### config.mk
export PLATFORM = sky130hd
export DESIGN_NAME = alu_issue_wb
export DESIGN_NICKNAME = d
export VERILOG_FILES = /design/src/rtl/alu_issue_wb_pkg.sv /design/src/rtl/alu_issue_wb_regfile.sv /design/src/rtl/alu_issue_wb.sv
export SDC_FILE = /design/constraint.sdc
export NUM_CORES = 1
export LEC_CHECK = 0
export ABC_AREA = 1
export CORE_AREA = 2 2 118 120
export CTS_CLUSTER_DIAMETER = 30
export DETAILED_ROUTE_END_ITERATION = 8
export DIE_AREA = 0 0 120 122
export GPL_ROUTABILITY_DRIVEN = 0
export PLACE_DENSITY = 0.68
export SLEW_MARGIN = 20
export SYNTH_ARGS = -nofsm -noshare
export SYNTH_HDL_FRONTEND = slang
export SYNTH_SLANG_ARGS = --single-unit
### constraint.sdc
create_clock -name clk -period 2.35 [get_ports clk]
set_clock_uncertainty 0.1 [all_clocks]
set_input_delay 0.3525 -clock clk [delete_from_list [all_inputs] [get_ports clk]]
set_output_delay 0.3525 -clock clk [all_outputs]
set_load 0.02 [all_outputs]
### src/rtl/alu_issue_wb_pkg.sv
// Shared opcode map and legality check for the ALU execute/writeback shell.
package alu_issue_wb_pkg;

   localparam int OP_W = 8;

   localparam logic [OP_W-1:0] OP_ADD = 8'h00;
   localparam logic [OP_W-1:0] OP_SUB = 8'h01;
   localparam logic [OP_W-1:0] OP_MUL = 8'h02;
   localparam logic [OP_W-1:0] OP_DIV = 8'h03;
   localparam logic [OP_W-1:0] OP_CMP = 8'h04;
   localparam logic [OP_W-1:0] OP_NOT = 8'h08;
   localparam logic [OP_W-1:0] OP_AND = 8'h09;
   localparam logic [OP_W-1:0] OP_OR  = 8'h0A;
   localparam logic [OP_W-1:0] OP_XOR = 8'h0B;
   localparam logic [OP_W-1:0] OP_SHL = 8'h10;
   localparam logic [OP_W-1:0] OP_SHR = 8'h11;
   localparam logic [OP_W-1:0] OP_MOD = 8'h13;

   function automatic logic op_is_legal(input logic [OP_W-1:0] op);
      case (op)
         OP_ADD, OP_SUB, OP_MUL, OP_DIV, OP_CMP, OP_NOT,
         OP_AND, OP_OR, OP_XOR, OP_SHL, OP_SHR, OP_MOD: return 1'b1;
         default:                                        return 1'b0;
      endcase
   endfunction

endpackage

### src/rtl/alu_issue_wb_regfile.sv
// Architectural register file: two async read ports, one sync write port, r0 reads zero.
module alu_regfile #(
   parameter int NREGS = 8,
   parameter int DW    = 8
) (
   input  logic          clk,
   input  logic          rst_n,
   input  logic [2:0]    ra1,
   output logic [DW-1:0] rd1,
   input  logic [2:0]    ra2,
   output logic [DW-1:0] rd2,
   input  logic          we,
   input  logic [2:0]    wa,
   input  logic [DW-1:0] wd
);

   logic [DW-1:0] mem [NREGS];

   always_ff @(posedge clk or negedge rst_n) begin
      if (!rst_n) begin
         for (int i = 0; i < NREGS; i++) mem[i] <= '0;
      end else if (we && wa != 3'd0) begin
         mem[wa] <= wd;
      end
   end

   assign rd1 = (ra1 == 3'd0) ? '0 : mem[ra1];
   assign rd2 = (ra2 == 3'd0) ? '0 : mem[ra2];

endmodule

### src/rtl/alu_issue_wb.sv
// Execute/writeback shell around an external combinational ALU: E stage drives
// the ALU, W stage holds the (possibly overridden) result until it retires.
module alu_issue_wb
   import alu_issue_wb_pkg::*;
#(
   parameter int NREGS = 8,
   parameter int DW    = 8,
   parameter int OPW   = 8
) (
   input  logic           clk,
   input  logic           rst_n,
   input  logic           in_valid,
   output logic           in_ready,
   input  logic [OPW-1:0] in_op,
   input  logic [2:0]     in_rd,
   input  logic [2:0]     in_rs1,
   input  logic [2:0]     in_rs2,
   input  logic [DW-1:0]  in_imm,
   input  logic           in_use_imm,
   output logic [DW-1:0]  alu_a,
   output logic [DW-1:0]  alu_b,
   output logic [OPW-1:0] alu_op,
   input  logic [DW-1:0]  alu_result,
   output logic           out_valid,
   input  logic           out_ready,
   output logic [2:0]     out_rd,
   output logic [DW-1:0]  out_data,
   output logic           out_err
);

   logic          vld_p1, vld_p2;
   logic [2:0]    rd_p1;
   logic          w_free, accept, xfer, retire;
   logic          wb_err_p1;
   logic [DW-1:0] wb_data_p1;
   logic [DW-1:0] rf_rd1, rf_rd2;
   logic [DW-1:0] opa_p0, opb_p0, fwd2_p0;

   // Divide/modulo by zero saturates to all-ones; unknown opcodes collapse to zero.
   function automatic logic [DW:0] wb_value(input logic [OPW-1:0] op,
                                            input logic [DW-1:0]  b,
                                            input logic [DW-1:0]  res);
      if ((op == OP_DIV || op == OP_MOD) && b == '0) return {1'b1, {DW{1'b1}}};
      if (!op_is_legal(OP_W'(op)))                     return {1'b1, {DW{1'b0}}};
      return {1'b0, res};
   endfunction

   assign w_free    = !vld_p2 || out_ready;
   assign in_ready  = !vld_p1 || w_free;
   assign accept    = in_valid && in_ready;
   assign xfer      = vld_p1 && w_free;
   assign retire    = vld_p2 && out_ready;
   assign out_valid = vld_p2;

   assign {wb_err_p1, wb_data_p1} = wb_value(alu_op, alu_b, alu_result);

   alu_regfile #(.NREGS(NREGS), .DW(DW)) u_rf (
      .clk   (clk),
      .rst_n (rst_n),
      .ra1   (in_rs1),
      .rd1   (rf_rd1),
      .ra2   (in_rs2),
      .rd2   (rf_rd2),
      .we    (retire && !out_err),
      .wa    (out_rd),
      .wd    (out_data)
   );

   // ---- P0: operand read with forwarding (E result beats W result beats regfile)
   always_comb begin
      opa_p0 = rf_rd1;
      if (in_rs1 == 3'd0)                        opa_p0 = '0;
      else if (vld_p1 && rd_p1 == in_rs1)        opa_p0 = wb_data_p1;
      else if (vld_p2 && out_rd == in_rs1)       opa_p0 = out_data;
   end

   always_comb begin
      fwd2_p0 = rf_rd2;
      if (in_rs2 == 3'd0)                        fwd2_p0 = '0;
      else if (vld_p1 && rd_p1 == in_rs2)        fwd2_p0 = wb_data_p1;
      else if (vld_p2 && out_rd == in_rs2)       fwd2_p0 = out_data;
   end

   assign opb_p0 = in_use_imm ? in_imm : fwd2_p0;

   // ---- P1 (E): registered ALU inputs
   always_ff @(posedge clk or negedge rst_n) begin
      if (!rst_n) begin
         vld_p1 <= 1'b0;
         rd_p1  <= '0;
         alu_a  <= '0;
         alu_b  <= '0;
         alu_op <= '0;
      end else if (accept) begin
         vld_p1 <= 1'b1;
         rd_p1  <= in_rd;
         alu_a  <= opa_p0;
         alu_b  <= opb_p0;
         alu_op <= in_op;
      end else if (xfer) begin
         vld_p1 <= 1'b0;
      end
   end

   // ---- P2 (W): retiring result
   always_ff @(posedge clk or negedge rst_n) begin
      if (!rst_n) begin
         vld_p2   <= 1'b0;
         out_rd   <= '0;
         out_data <= '0;
         out_err  <= 1'b0;
      end else if (xfer) begin
         vld_p2   <= 1'b1;
         out_rd   <= rd_p1;
         out_data <= wb_data_p1;
         out_err  <= wb_err_p1;
      end else if (retire) begin
         vld_p2   <= 1'b0;
      end
   end

endmodule
**Word level (Yosys, flattened, before mapping)**

Memory sizes are Yosys's and may differ from the RTL's.
Cells that the tools add are included.

- Flip-flop bits (word level): 105
- ROM bits: 32
- Output and inout port bits: 38
- Logic and storage cells: 84
- Input port bits: 38
- Memories: 1

- Multiplexer cells: 29
- $lt $le $gt $ge: 4
- Bitwise operators: 3
- Equality and inequality tests: 6
- Reductions and logical operators: 24

Memory list:

| memory | words | bits a word | rd ports | clocked after memory_dff | wr ports | line | text |
|---|---|---|---|---|---|---|---|
| (name not given) | 32 | 1 | 1 | 0 | 0 | alu_issue_wb_pkg.sv:20 | `case (op)` |

Operator list:

| cell | count |
|---|---|
| 2-to-1 mux 8 bit | 12 |
| bitwise mux 64 bit | 1 |
| binary-select mux 8 bit (select 3 bit) | 2 |
| 2-to-1 mux 9 bit | 4 |
| demux 8 bit (select 3 bit) | 1 |
| equality test 3 bit | 4 |
| >= comparator 4 bit (second input constant) | 3 |
| inverter 3 -> 4 bit | 3 |
| logical AND 1 bit | 11 |
| logical NOT 3 bit | 3 |
| 2-to-1 mux 1 bit | 9 |
| equality test 8 x 2 -> 1 bit (second input constant) | 1 |
| equality test 8 x 5 -> 1 bit (second input constant) | 1 |
| logical NOT 8 bit | 1 |
| < comparator 4 x 1 -> 1 bit (second input constant) | 1 |
| nonzero test 2 bit | 2 |
| logical NOT 1 bit | 3 |
| logical OR 1 bit | 3 |
| nonzero test 3 bit | 1 |

**Logic depth before layout (Yosys ltp)**

- Word-level depth: 12
- Depth in mapped cells: 12
- Gate-level depth less buffers: 10

**Modules after synthesis**

From an unflattened synthesis, not the netlist that was laid out.

- Cell total of the unflattened synthesis: 875
- Area, all modules: 6155.9 sq um

By module, submodules not included:

| module | area each (sq um) | times used | sequential area each (sq um) | cells each |
|---|---|---|---|---|
| alu_regfile | 3813.7 | 1 | 1601.5 | 557 |
| alu_issue_wb | 2342.2 | 1 | 1026.0 | 318 |

**Least setup slack after synthesis**

No wires, ideal clock.

- Kind: register -> register
- Start point: register vld_p2 (netlist: out_valid)
- End point: register alu_op[1]
- Data required time: 2.120 ns
- Stages on the path, launching flop included: 6
- Buffers on the path: 1
- Library setup time: 0.130 ns
- Setup slack: 0.679 ns
- Data arrival time: 1.441 ns
- Clock period less this slack: 1.671 ns
- Cell sequence: dfrtp_1 nand3_1 nand2_1 inv_2 clkbuf_1 o21ai_1

- Longest elaborated chain between the ends: 4

Ends and longest elaborated chain:

| item | line | text |
|---|---|---|
| start, declared | alu_issue_wb.sv:31 | `logic vld_p1, vld_p2;` |
| start signal, assigned | alu_issue_wb.sv:108 | `vld_p2 <= 1'b0;` |
| start signal, assigned | alu_issue_wb.sv:113 | `vld_p2 <= 1'b1;` |
| start signal, assigned | alu_issue_wb.sv:118 | `vld_p2 <= 1'b0;` |
| logical NOT 1 bit | alu_issue_wb.sv:48 | `assign w_free = !vld_p2 \|\| out_ready;` |
| logical OR 1 bit | alu_issue_wb.sv:48 |  |
| logical OR 1 bit | alu_issue_wb.sv:49 | `assign in_ready = !vld_p1 \|\| w_free;` |
| net in_ready | alu_issue_wb.sv:13 | `output logic in_ready,` |
| logical AND 1 bit | alu_issue_wb.sv:50 | `assign accept = in_valid && in_ready;` |
| end signal, assigned | alu_issue_wb.sv:99 | `alu_op <= in_op;` |
| end, declared | alu_issue_wb.sv:22 | `output logic [OPW-1:0] alu_op,` |

The timed path passes the listed nets, and every way through them passes these cells.
A chain may end at the register's enable or synchronous reset.

**Final worst setup path**

- Start point: register vld_p2 (netlist: out_valid)
- End point: output in_ready

- Longest elaborated chain between the ends: 3

Ends and longest elaborated chain:

| item | line |
|---|---|
| logical NOT 1 bit | alu_issue_wb.sv:48 |
| logical OR 1 bit | alu_issue_wb.sv:48 |
| logical OR 1 bit | alu_issue_wb.sv:49 |
| end, declared | alu_issue_wb.sv:13 |

No other way between the ends.

==> reports/results.ini <==
[floorplanning]
die_y_um = 122
rows = 43
boundaryPins = 76
die_x_um = 120
dieArea_um2 = 14600
initial_core_util = 0.438
core_area_um2 = 13500

[drt]
postRouteAntennaNets = 0
drtIter0Drc = 443
wl_per_cell_um = 17.6
drtPass1Iterations = 6
vias = 5734
drc = 0
wirelength_um = 18600
drt-vias-per-instance = 5.42

[setup_path]
path_delay_family = buffers and inverters
crit_chain = nand3_1 > clkdlybuf4s50_1
startpoint_type = flop
r2r-start = out_rd[1]$_DFFE_PN0P_
rrSetupSlack_ps = 450
r2r_end = alu_a[1]$_DFFE_PN0P_
max_stage_delay_ps = 620
crit_required_ps = 1900
reg2reg_depth = 9
slowest_stage = clkdlybuf4s50_1
cp.arrival_ps = 1640
end_kind = primary output
worstSetupPathType = reg -> out
crit_fanout = 6
cp_num_buf_inv = 1

[pwr]
p_switching_mw = 2.34
ir_drop_mv = 0.578
p_leak_nw = 3.31
p_int_mw = 4.01
seq_power_share = 0.414
power_density_nw_per_um2 = 882
share_comb_of_total_power = 0.323
swShare = 0.369
clockPowerShare = 0.263

[synthesis]
ys_seq_area_frac = 0.444
synth_area_per_cell_um2 = 7.37
synthSimpleGateAreaFrac = 0.363
synth-compound-area-share = 0.111
syn_inst = 803
synthMuxAreaShare = 0
synthXorXnorAreaFrac = 0.00296
syn_area_um2 = 5910
synth_top_family_by_area = simple AND/OR/NAND/NOR gates
syn_nets = 841
synthAdderAreaFrac = 0
ys_ff_latch = 105
synth_warnings = 0
synth_cell_types = 34

[run]
drv_cap = 0

[final_layout]
syn2layout_area_growth_pct = 22.0
multi_input_area_um2 = 2820
drive_gt1_frac = 0.0946
final_common_cell = nand2_1
final_cells = 1057
diodes = 0
finalNetCount = 910
utilization = 0.534
num-fill-cells = 1322
ff_latch_area_um2 = 2630
most-common-layout-cells = nand2_1, nand3_1, dfrtp_1

[cts]
cts_sinks = 105
clk_latency_ps = 360
clk_pin_slew_ps = 70
root_buffer = clkbuf_16
clockBufferDepth = 2
cts_max_level = 3
postCtsSetupBuffers = 0
cts_inserted_buffers = 9
cts_tree = done

[global_route]
track_usage = 0.260
first_global_vias = 5360
grt_pass1_wl_um = 29300
antenna_found_initial = 0
grt_max_degree = 50
grt_overflow = 0

[timing]
setup_violations = 0
clock.fmax_mhz = 478
slew_headroom = 0.620
tightest_slew_ps = 568
fin_tns_setup_ps = 0
rsz0062_at_grt = no
slew_viol_final = 0
hold_viol_final = 0
finalCritPeriodShare = 0.890
period_needed_ps = 2090

[placement]
portBuffers = 75
placed_cells = 1040
dp_hpwl_um = 13500

[worst_hold_path]
min_to = u_rf.mem[62]$_DFFE_PN0P_
worst_hold_path_type = reg -> reg
hold_depth = 0
worstHoldStart = u_rf.mem[62]$_DFFE_PN0P_

[status]
outcome = finished, final reports clean

## worst max path at each step
stage / start / end / slack, ps / cells past startpoint
2_1_floorplan: out_valid$_DFFE_PN0P_ / alu_op[1]$_DFFE_PN0P_ / 680 / 5
3_3_place_gp: in_rs1[0] / alu_a[3]$_DFFE_PN0P_ / 60 / 9
3_5_place_dp: in_rs1[0] / alu_a[3]$_DFFE_PN0P_ / 80 / 9
4_1_cts: out_valid$_DFFE_PN0P_ / in_ready / 260 / 2
5_1_grt: out_ready / in_ready / 190 / 4
6_report: out_valid$_DFFE_PN0P_ / in_ready / 260 / 2
## layout make-up
| type | count | area share |
|---|---|---|
| Multi-Input combinational cell | 603 | 0.391 |
| Sequential cell | 105 | 0.364 |
| Clock inverter | 6 | 0.0121 |
| Tap cell | 180 | 0.0312 |
| Inverter | 46 | 0.0239 |
| Timing Repair Buffer | 107 | 0.144 |
| Clock buffer | 10 | 0.0331 |
## layer usage
layer | track usage | vias up | part of all wire
li1 | - | 2776 | -
met1 | 0.346 | 2622 | 0.42
met2 | 0.405 | 281 | 0.45
met3 | 0.0632 | 55 | 0.084
met4 | 0.114 | 0 | 0.044
met5 | 0 | - | 0
## registers in the layout (all words and copies together) (netlist names)
| signal | flops |
|---|---|
| out_data | 8 |
| out_err | 1 |
| alu_b | 8 |
| out_valid | 1 |
| u_rf.mem | 64 |
| out_rd | 3 |
| alu_a | 8 |
| vld_p1 | 1 |
| rd_p1 | 3 |
| alu_op | 8 |
## worst reg2reg max path, stage by stage, from the launching register on
cell and delay [ps]:
dfrtp_1 500, inv_2 150, nor2_1 80, nor3_4 240
nand2_1 200, buf_4 210, o21ai_0 140, nand2_1 80
nand2_1 70, nand2_1 50
## stage by stage
step           hold slack (ps)  setup WS [ps]  cell area (um2)  total power, mW
3_5_place_dp               206           80.4             6880             4.70
5_1_grt                    323            190             7210             6.72
4_1_cts                    305            259             7210             6.36
6_report                   308            258             7210             6.36
3_3_place_gp               204           57.6             6880             4.67
2_1_floorplan            -43.1            679             5910             3.81
## cells in the mapped netlist
| master | number | area (um2) |
|---|---|---|
| nand2_1 | 279 | 1050 |
| nand3_1 | 129 | 646 |
| dfrtp_1 | 105 | 2630 |
| o21ai_0 | 61 | 305 |
| nor2_1 | 44 | 165 |
| inv_1 | 35 | 131 |
| clkbuf_1 | 20 | 75.1 |
| o21ai_1 | 18 | 90.1 |
| a21oi_1 | 16 | 80.1 |
| buf_2 | 15 | 75.1 |
| nand4_1 | 12 | 75.1 |
| inv_2 | 10 | 37.5 |
| a22oi_1 | 8 | 60.1 |
| nand3_2 | 6 | 60.1 |
| o211ai_1 | 6 | 45.0 |
| buf_4 | 5 | 37.5 |
| a21oi_2 | 4 | 35.0 |
| buf_6 | 4 | 45.0 |
| nor2_4 | 4 | 45.0 |
| clkbuf_8 | 3 | 41.3 |
| nor3_4 | 3 | 48.8 |
| nand2_2 | 2 | 12.5 |
| nor2_2 | 2 | 12.5 |
| xor2_1 | 2 | 17.5 |
| a31oi_2 | 1 | 12.5 |
| a31oi_4 | 1 | 21.3 |
| a41oi_1 | 1 | 8.76 |
| and2_1 | 1 | 6.26 |
| and2b_4 | 1 | 10.0 |
| buf_1 | 1 | 3.75 |
| buf_8 | 1 | 15.0 |
| clkinv_1 | 1 | 3.75 |
| nand2_4 | 1 | 11.3 |
| or2_1 | 1 | 6.26 |
## power groups by stage
stage / clock (mW) / sequential, mW / combinational (mW)
floorplan: 0 / 2.70 / 1.11
global placement: 0 / 2.66 / 2.01
detailed placement: 0 / 2.66 / 2.04
CTS: 1.69 / 2.63 / 2.05
global route: 1.75 / 2.68 / 2.28
finish: 1.67 / 2.63 / 2.05
## cell families (layout without fill, tap and decap cells)
logic type	count (synthesis)	count (layout)
and+or+nand+nor	485	485
AOI/OAI and AO/OA	116	116
buffers and inverters	95	169
xor gates and xnor gates	2	2
DFF	105	105
## repair_timing
action | CTS | global route
endpoints found under the hold margin | 28 | 0
gates resized for setup | 0 | 0
hold buffers | 1 | 0
setup endpoints to repair | 0 | 0
No activity file was read; power rests on OpenSTA's default activity.
